### src/rtl/serial_pattern_tx.sv
// serial_pattern_tx: one-hot FSM serializer, MSB first, with Busy/Done.
// Define FSML_TX_PARITY_EN to append an even-parity bit (PAR state).
module serial_pattern_tx #(
  parameter int WIDTH = 8
) (
  input  logic                     Clock,
  input  logic                     Reset,
  input  logic                     Start,
  input  logic [WIDTH-1:0]         Data,
  input  logic [$clog2(WIDTH):0]   Len,
  output logic                     Dout,
  output logic                     Busy,
  output logic                     Done,
  output logic [3:0]               State
);

  localparam int CW = $clog2(WIDTH) + 1;

  typedef enum logic [3:0] {
    IDLE  = 4'b0001,
    SHIFT = 4'b0010,
    PAR   = 4'b0100,
    DONE  = 4'b1000
  } state_t;

  // Plain vectors so an illegal (non one-hot) code can be held and decoded.
  logic [3:0]       state_q;
  logic [3:0]       state_d;
  logic [WIDTH-1:0] sreg_q;
  logic [CW-1:0]    cnt_q;
  logic [CW-1:0]    eff_len;
  logic             load;
  logic             shift;

`ifdef FSML_TX_PARITY_EN
  logic             par_q;
`endif

  // Zero or oversize lengths select the full pattern width.
  always_comb begin
    eff_len = Len;
    if (Len == '0 || Len > CW'(WIDTH)) begin
      eff_len = CW'(WIDTH);
    end
  end

  // State register.
  always_ff @(posedge Clock or negedge Reset) begin
    if (!Reset) begin
      state_q <= IDLE;
    end else begin
      state_q <= state_d;
    end
  end

  // Next-state decode; any illegal code falls back to IDLE.
  always_comb begin
    state_d = IDLE;
    load    = 1'b0;
    shift   = 1'b0;
    case (state_q)
      IDLE: begin
        state_d = IDLE;
        if (Start) begin
          state_d = SHIFT;
          load    = 1'b1;
        end
      end
      SHIFT: begin
        shift   = 1'b1;
        state_d = SHIFT;
        if (cnt_q <= CW'(1)) begin
`ifdef FSML_TX_PARITY_EN
          state_d = PAR;
`else
          state_d = DONE;
`endif
        end
      end
      PAR: begin
`ifdef FSML_TX_PARITY_EN
        state_d = DONE;
`else
        state_d = IDLE;
`endif
      end
      DONE:    state_d = IDLE;
      default: state_d = IDLE;
    endcase
  end

  // Shift register and bit counter; only loaded on acceptance.
  always_ff @(posedge Clock or negedge Reset) begin
    if (!Reset) begin
      sreg_q <= '0;
      cnt_q  <= '0;
    end else if (load) begin
      sreg_q <= Data;
      cnt_q  <= eff_len;
    end else if (shift) begin
      sreg_q <= {sreg_q[WIDTH-2:0], 1'b0};
      cnt_q  <= cnt_q - CW'(1);
    end
  end

`ifdef FSML_TX_PARITY_EN
  // Running XOR of every bit that has left the shifter.
  always_ff @(posedge Clock or negedge Reset) begin
    if (!Reset) begin
      par_q <= 1'b0;
    end else if (load) begin
      par_q <= 1'b0;
    end else if (shift) begin
      par_q <= par_q ^ sreg_q[WIDTH-1];
    end
  end
`endif

  // Outputs decode exact state codes, so illegal codes give all zeros.
  always_comb begin
    Dout = 1'b0;
    Busy = 1'b0;
    Done = 1'b0;
    if (state_q == SHIFT) begin
      Dout = sreg_q[WIDTH-1];
      Busy = 1'b1;
    end
`ifdef FSML_TX_PARITY_EN
    if (state_q == PAR) begin
      Dout = par_q;
      Busy = 1'b1;
    end
    State = state_q;
`else
    State = {state_q[3], 1'b0, state_q[1:0]};
`endif
    if (state_q == DONE) begin
      Done = 1'b1;
    end
  end

endmodule

### config.mk
export PLATFORM = sky130hd
export DESIGN_NAME = serial_pattern_tx
export DESIGN_NICKNAME = d
export VERILOG_FILES = /design/src/rtl/serial_pattern_tx.sv
export SDC_FILE = /design/constraint.sdc
export NUM_CORES = 1
export LEC_CHECK = 0
export CAP_MARGIN = 20
export CORE_MARGIN = 5
export CORE_UTILIZATION = 48
export DETAILED_ROUTE_END_ITERATION = 10
export PLACE_DENSITY = 0.85
export SLEW_MARGIN = 10
export SYNTH_ARGS = -nofsm -noshare
export SYNTH_HDL_FRONTEND = slang
export SYNTH_SLANG_ARGS = --single-unit
export TNS_END_PERCENT = 20
### constraint.sdc
create_clock -name Clock -period 2.6 [get_ports Clock]
set_input_delay 0.52 -clock Clock [delete_from_list [all_inputs] [get_ports Clock]]
set_output_delay 0.52 -clock Clock [all_outputs]
set_load 0.02 [all_outputs]
### After elaboration in Yosys (flattened, before gate mapping)

Index checks and enable logic that the tools add are counted.

| operators by class | value |
|---|---|
| $add $sub $neg | 1 |
| multiply operators | 0 |
| div/mod/pow operators | 0 |
| magnitude comparators | 2 |
| eq/ne operators | 3 |
| shift-type cells | 0 |
| muxes and demuxes | 13 |
| bitwise operators | 0 |
| reduce and logical (&&, ||, !) cells | 3 |

Operators with widths:

| cell | count |
|---|---|
| $mux W4 | 4 |
| $mux W8 | 2 |
| $pmux W4 S2 | 1 |
| $mux W1 | 5 |
| $eq A4 B1 Y1 const B | 1 |
| $eq A4 B2 Y1 const B | 1 |
| $eq A4 B4 Y1 const B | 1 |
| $gt A4 B4 Y1 const B | 1 |
| $le A4 B1 Y1 const B | 1 |
| $logic_not A4 Y1 | 1 |
| $sub A4 B1 Y4 const B | 1 |
| $mux W2 | 1 |
| $reduce_bool A2 Y1 | 1 |
| $logic_or A1 B1 Y1 | 1 |

| storage, ports and cells | value |
|---|---|
| flip-flop bits (word level) | 16 |
| bits in latches | 0 |
| bits in writable memories | 0 |
| ROM bits | 0 |
| output and inout port bits | 7 |
| word-level logic and storage cells | 25 |
| memories | 0 |

### Depth between registers and ports, before layout

| logic depth | value |
|---|---|
| depth after elaboration | 4 |
| gate-level depth with buffers | 5 |

### Worst setup path before layout

Ideal clock, no wire load.

| timing path | value |
|---|---|
| path kind | register -> output |
| start | reg state_q[1] |
| end | out Dout |
| data arrival time | 1,359 ps |
| path slack | 721 ps |
| cell stages (with the launch flop) | 5 |
| buffers on the path | 1 |
| cell sequence | dfrtp_1 or3b_4 clkinv_4 buf_6 and2_1 |

| between the ends | value |
|---|---|
| cells in the longest elaborated chain, start to end | 2 |

Ends and longest elaborated chain:

| what | RTL line | text |
|---|---|---|
| start: declaration | 27 | `logic [3:0] state_q;` |
| start signal: assignment | 52 | `state_q <= state_d;` |
| $eq A4 B2 Y1 | 124 | `if (state_q == SHIFT) begin` |
| $mux W1 | 124 |  |
| end: declaration | 11 | `output logic Dout,` |

Every way passes these cells.

### Final worst setup path

| timing path | value |
|---|---|
| start | reg state_q[3] |
| end | out Busy |

| between the ends | value |
|---|---|
| cells in the longest elaborated chain, start to end | 2 |

Ends and longest elaborated chain:

| what | RTL line | text |
|---|---|---|
| $eq A4 B2 Y1 | 124 |  |
| $mux W1 | 124 |  |
| end: declaration | 12 | `output logic Busy,` |

Every way passes these cells.

==> metrics.log <==
INFO  metric number_of_maximum_capacitance_violations = 0
INFO  metric synth_common_cells = 14 x dfrtp_1, 8 x a21o_1, 8 x a22o_1
INFO  metric route.detailed.drc = 0
INFO  metric timing.fmax = 0.4184 GHz
INFO  metric critPathSlowestCell = clkdlybuf4s50_1
INFO  metric tcrit_tclk_final = 91.93%
INFO  metric yosys_most_used_dff = dfrtp_1
INFO  metric post_synth_fa_ha_maj_area_fraction = 3.300%
INFO  metric final.setup_skew = 3.822 ps
INFO  metric wire_length_of_the_first_global_routing_pass = 2.539 mm
INFO  metric crit_path_max_incr_delay = 630 ps
INFO  metric maximum_number_of_pins_on_one_net_before_global_route_repair = 18
INFO  metric final_antenna_diode_count = 0
INFO  metric initial_core_util = 50.33%
INFO  metric num_vias = 571
INFO  metric via_per_inst = 5.598
INFO  metric cts.repair_timing.setup_buffer_count = 0
INFO  metric cts_hold_buf = 0
INFO  metric power.net_switching = 0.0003541 W
INFO  metric syn_nets = 83
INFO  metric grt_pass1_vias = 584
INFO  metric synthToLayoutAreaGrowth = 28.38%
INFO  metric synth_top_family_by_area = compound AO/OA/AOI/OAI gates
INFO  metric min_path_type = reg2reg
INFO  metric synth_largest_area_cell = dfrtp_1
INFO  metric seq_area_frac_synth = 49.67%
INFO  metric wl_per_cell = 14.56 um
INFO  metric cts_inserted_buffers = 3
INFO  metric final-instance-count-excl-fill = 102
INFO  metric static-leakage-power = 0.4803 nW
INFO  metric rd_place_congestion = 0.8310
INFO  metric fp-row-count = 14
INFO  metric share_of_the_synthesized_area_in_the_top_cell_type = 46.20%
INFO  metric avgSynthCellArea = 11.49 um2
INFO  metric clock_tree.root_cell = clkbuf_4
INFO  metric coreArea = 0.001506 mm2
INFO  metric worstPathCellList = or3b_4 -> clkinv_4 -> clkdlybuf4s50_1
INFO  metric report.final.hold_viol_count = 0
INFO  metric antenna_violating_nets_post_route = 0
INFO  metric report.final.setup_viol = 0
INFO  metric synthMostInstantiatedCell = dfrtp_1
INFO  metric drt_first_iter_violations = 5
INFO  metric crit_required = 2080 ps
INFO  metric fp.dieArea = 0.002475 mm2
INFO  metric worst_slew_pin_slew = 654.7 ps
INFO  metric start_kind = flop
INFO  metric setup.worst_path.end_class = output port
INFO  metric floorplan.die.width = 49.75 um
INFO  metric cellInternalPower = 0.0006167 W
INFO  metric timing.critical_path.arrival = 1870 ps
INFO  metric synth_area_leaders = dfrtp_1 46%, a22o_1 9.2%, a21o_1 7.9%
INFO  metric critical_path_start_end_classification = reg2out
INFO  metric place.detailed.hpwl = 1.100 mm
INFO  metric grtUsageTotal = 13.49%
INFO  metric synth-compound-area-share = 22.28%
INFO  metric yosys_register_bits = 15
INFO  metric peakVddDrop = 0.0004296 V
INFO  metric period_minus_slack = 2390 ps
INFO  metric post-place-cells = 98
INFO  metric boundaryPins = 22
INFO  metric clkSlewWorstSetupHoldPaths = 90 ps
INFO  metric async_flop_share = 100.0%
INFO  metric numClockSinks = 15
INFO  metric synth_edf_count = 0
INFO  metric pwr-share-clk = 13.6%
INFO  metric grt_setup_unrepaired = false
INFO  metric clock_insertion_delay_worst_skew = 280 ps
INFO  metric global_route_congestion_overflow_total = 0
INFO  metric post_synth_inst_count = 66
INFO  metric muxShareOfSynthArea = 0%
INFO  metric power_density = 997.2 mW/mm2
INFO  metric synth_simple_gate_area_share = 14.69%
INFO  metric synth_cell_type_count = 27
INFO  metric combinationalPowerShare = 43.5%
INFO  metric die_height = 49.75 um
INFO  metric detailedRoute.firstPassIterationCount = 4
INFO  metric tns = 0 ps
INFO  metric critical_path_peak_fanout = 14
INFO  metric slew-limit-headroom = 56.22%
INFO  metric clockBufferDepth = 2
INFO  metric final-max-slew-violation-count = 0
INFO  metric portBuffers = 20
INFO  metric post_synth_instance_area = 758.2 um2
INFO  metric switching_power_as_a_share_of_total_power = 36.47%
INFO  metric pwr-share-seq = 42.9%
INFO  metric h-tree-depth = 1
INFO  metric outcome = finished, final reports clean
INFO  metric num-nets-final = 104
INFO  metric resize_count_post_cts = 0
INFO  metric cts_tree = built
INFO  metric synthXorXnorAreaFrac = 2.310%
INFO  metric yosys_warnings = 0
INFO  metric grt_antenna_before_repair = 0
INFO  metric postRouteWirelength = 1.485 mm
INFO  metric drive_above_1_share = 10.47%
[cell type report]
class / instances / area [um2]
fill: 130 / 533.0
sequential: 15 / 376.6
multi-input combinational: 43 / 326.6
timing repair buffer: 20 / 202.7
clock buffer: 3 / 22.52
inverter: 4 / 20.02
tap: 16 / 20.02
clock inverter: 1 / 5.005
[worst paths after layout]
kind,from,to,slack (ps),cells after the start
worst max-delay path,state_q[3],Busy,210,3
worst min-delay path,sreg_q[5],sreg_q[5],480,1
worst max register to register,state_q[0],cnt_q[1],950,3
worst min register to register,sreg_q[5],sreg_q[5],480,1
max in group asynchronous,Reset,sreg_q[0],1550,1
min in group asynchronous,Reset,state_q[1],630,1
[worst max-delay path, delay by kind of cell, from the launching register on]
| family | cells | cell delay (ps) |
|---|---|---|
| buffers and inverters | 2 | 760 |
| DFF | 1 | 420 |
| and+or+nand+nor | 1 | 420 |
[layout by cell type, fill, tap and decap left out, drive strengths merged]
cell type,instances
a211o,1
a21o,8
a221o,1
a22o,8
and2,1
and4bb,1
clkbuf,3
clkdlybuf4s50,19
clkinv,2
conb,1
dfrtp,14
dfstp,1
dlymetal6s2s,1
ha,2
inv,3
nand3,2
nand3b,2
nor2,4
nor2b,1
nor3,2
nor3b,1
nor4bb,1
o21ai,4
or3b,1
xnor2,2
[state kept, by name (all words and copies together) (netlist names)]
name and flops:
sreg_q 8, cnt_q 4, state_q 3
[kinds of logic after synthesis]
| group | after synthesis |
|---|---|
| xor+xnor | 2 |
| flops | 15 |
| compound gates | 22 |
| fa+ha+maj | 2 |
| other cells | 1 |
| buf+inv | 8 |
| simple gates | 16 |
[power groups by stage]
stage          logic [W]  clock network, W  registers [W]
2_1_floorplan   0.000310                 0       0.000422
3_3_place_gp    0.000416                 0       0.000414
3_5_place_dp    0.000425                 0       0.000422
4_1_cts         0.000430          0.000134       0.000416
5_1_grt         0.000469          0.000144       0.000431
6_report        0.000422          0.000132       0.000417
[routing by layer]
layer	part of all wire (%)	global-route usage (%)	vias up
li1	-	-	279
met1	42	16.16	275
met2	51	21.82	15
met3	4.9	2.108	2
met4	1.9	9.170	0
met5	0	0	-
[through the flow]
step / cell area [um2] / utilization [%] / hold slack (ps) / power [W] / worst slack (ps)
after floorplan: 758.2 / - / 224.4 / 0.0007313 / 720.7
after global placement: 943.4 / 62.62 / 459.5 / 0.0008291 / 440.8
after detailed placement: 943.4 / 62.62 / 465.2 / 0.0008468 / 399.0
after CTS: 970.9 / 64.45 / 486.9 / 0.0009809 / 84.33
after global routing: 973.4 / 64.62 / 509.6 / 0.001045 / 134.2
final: 973.4 / 64.62 / 483.4 / 0.0009707 / 209.7
Note: power is estimated with default switching activity, not from simulation.
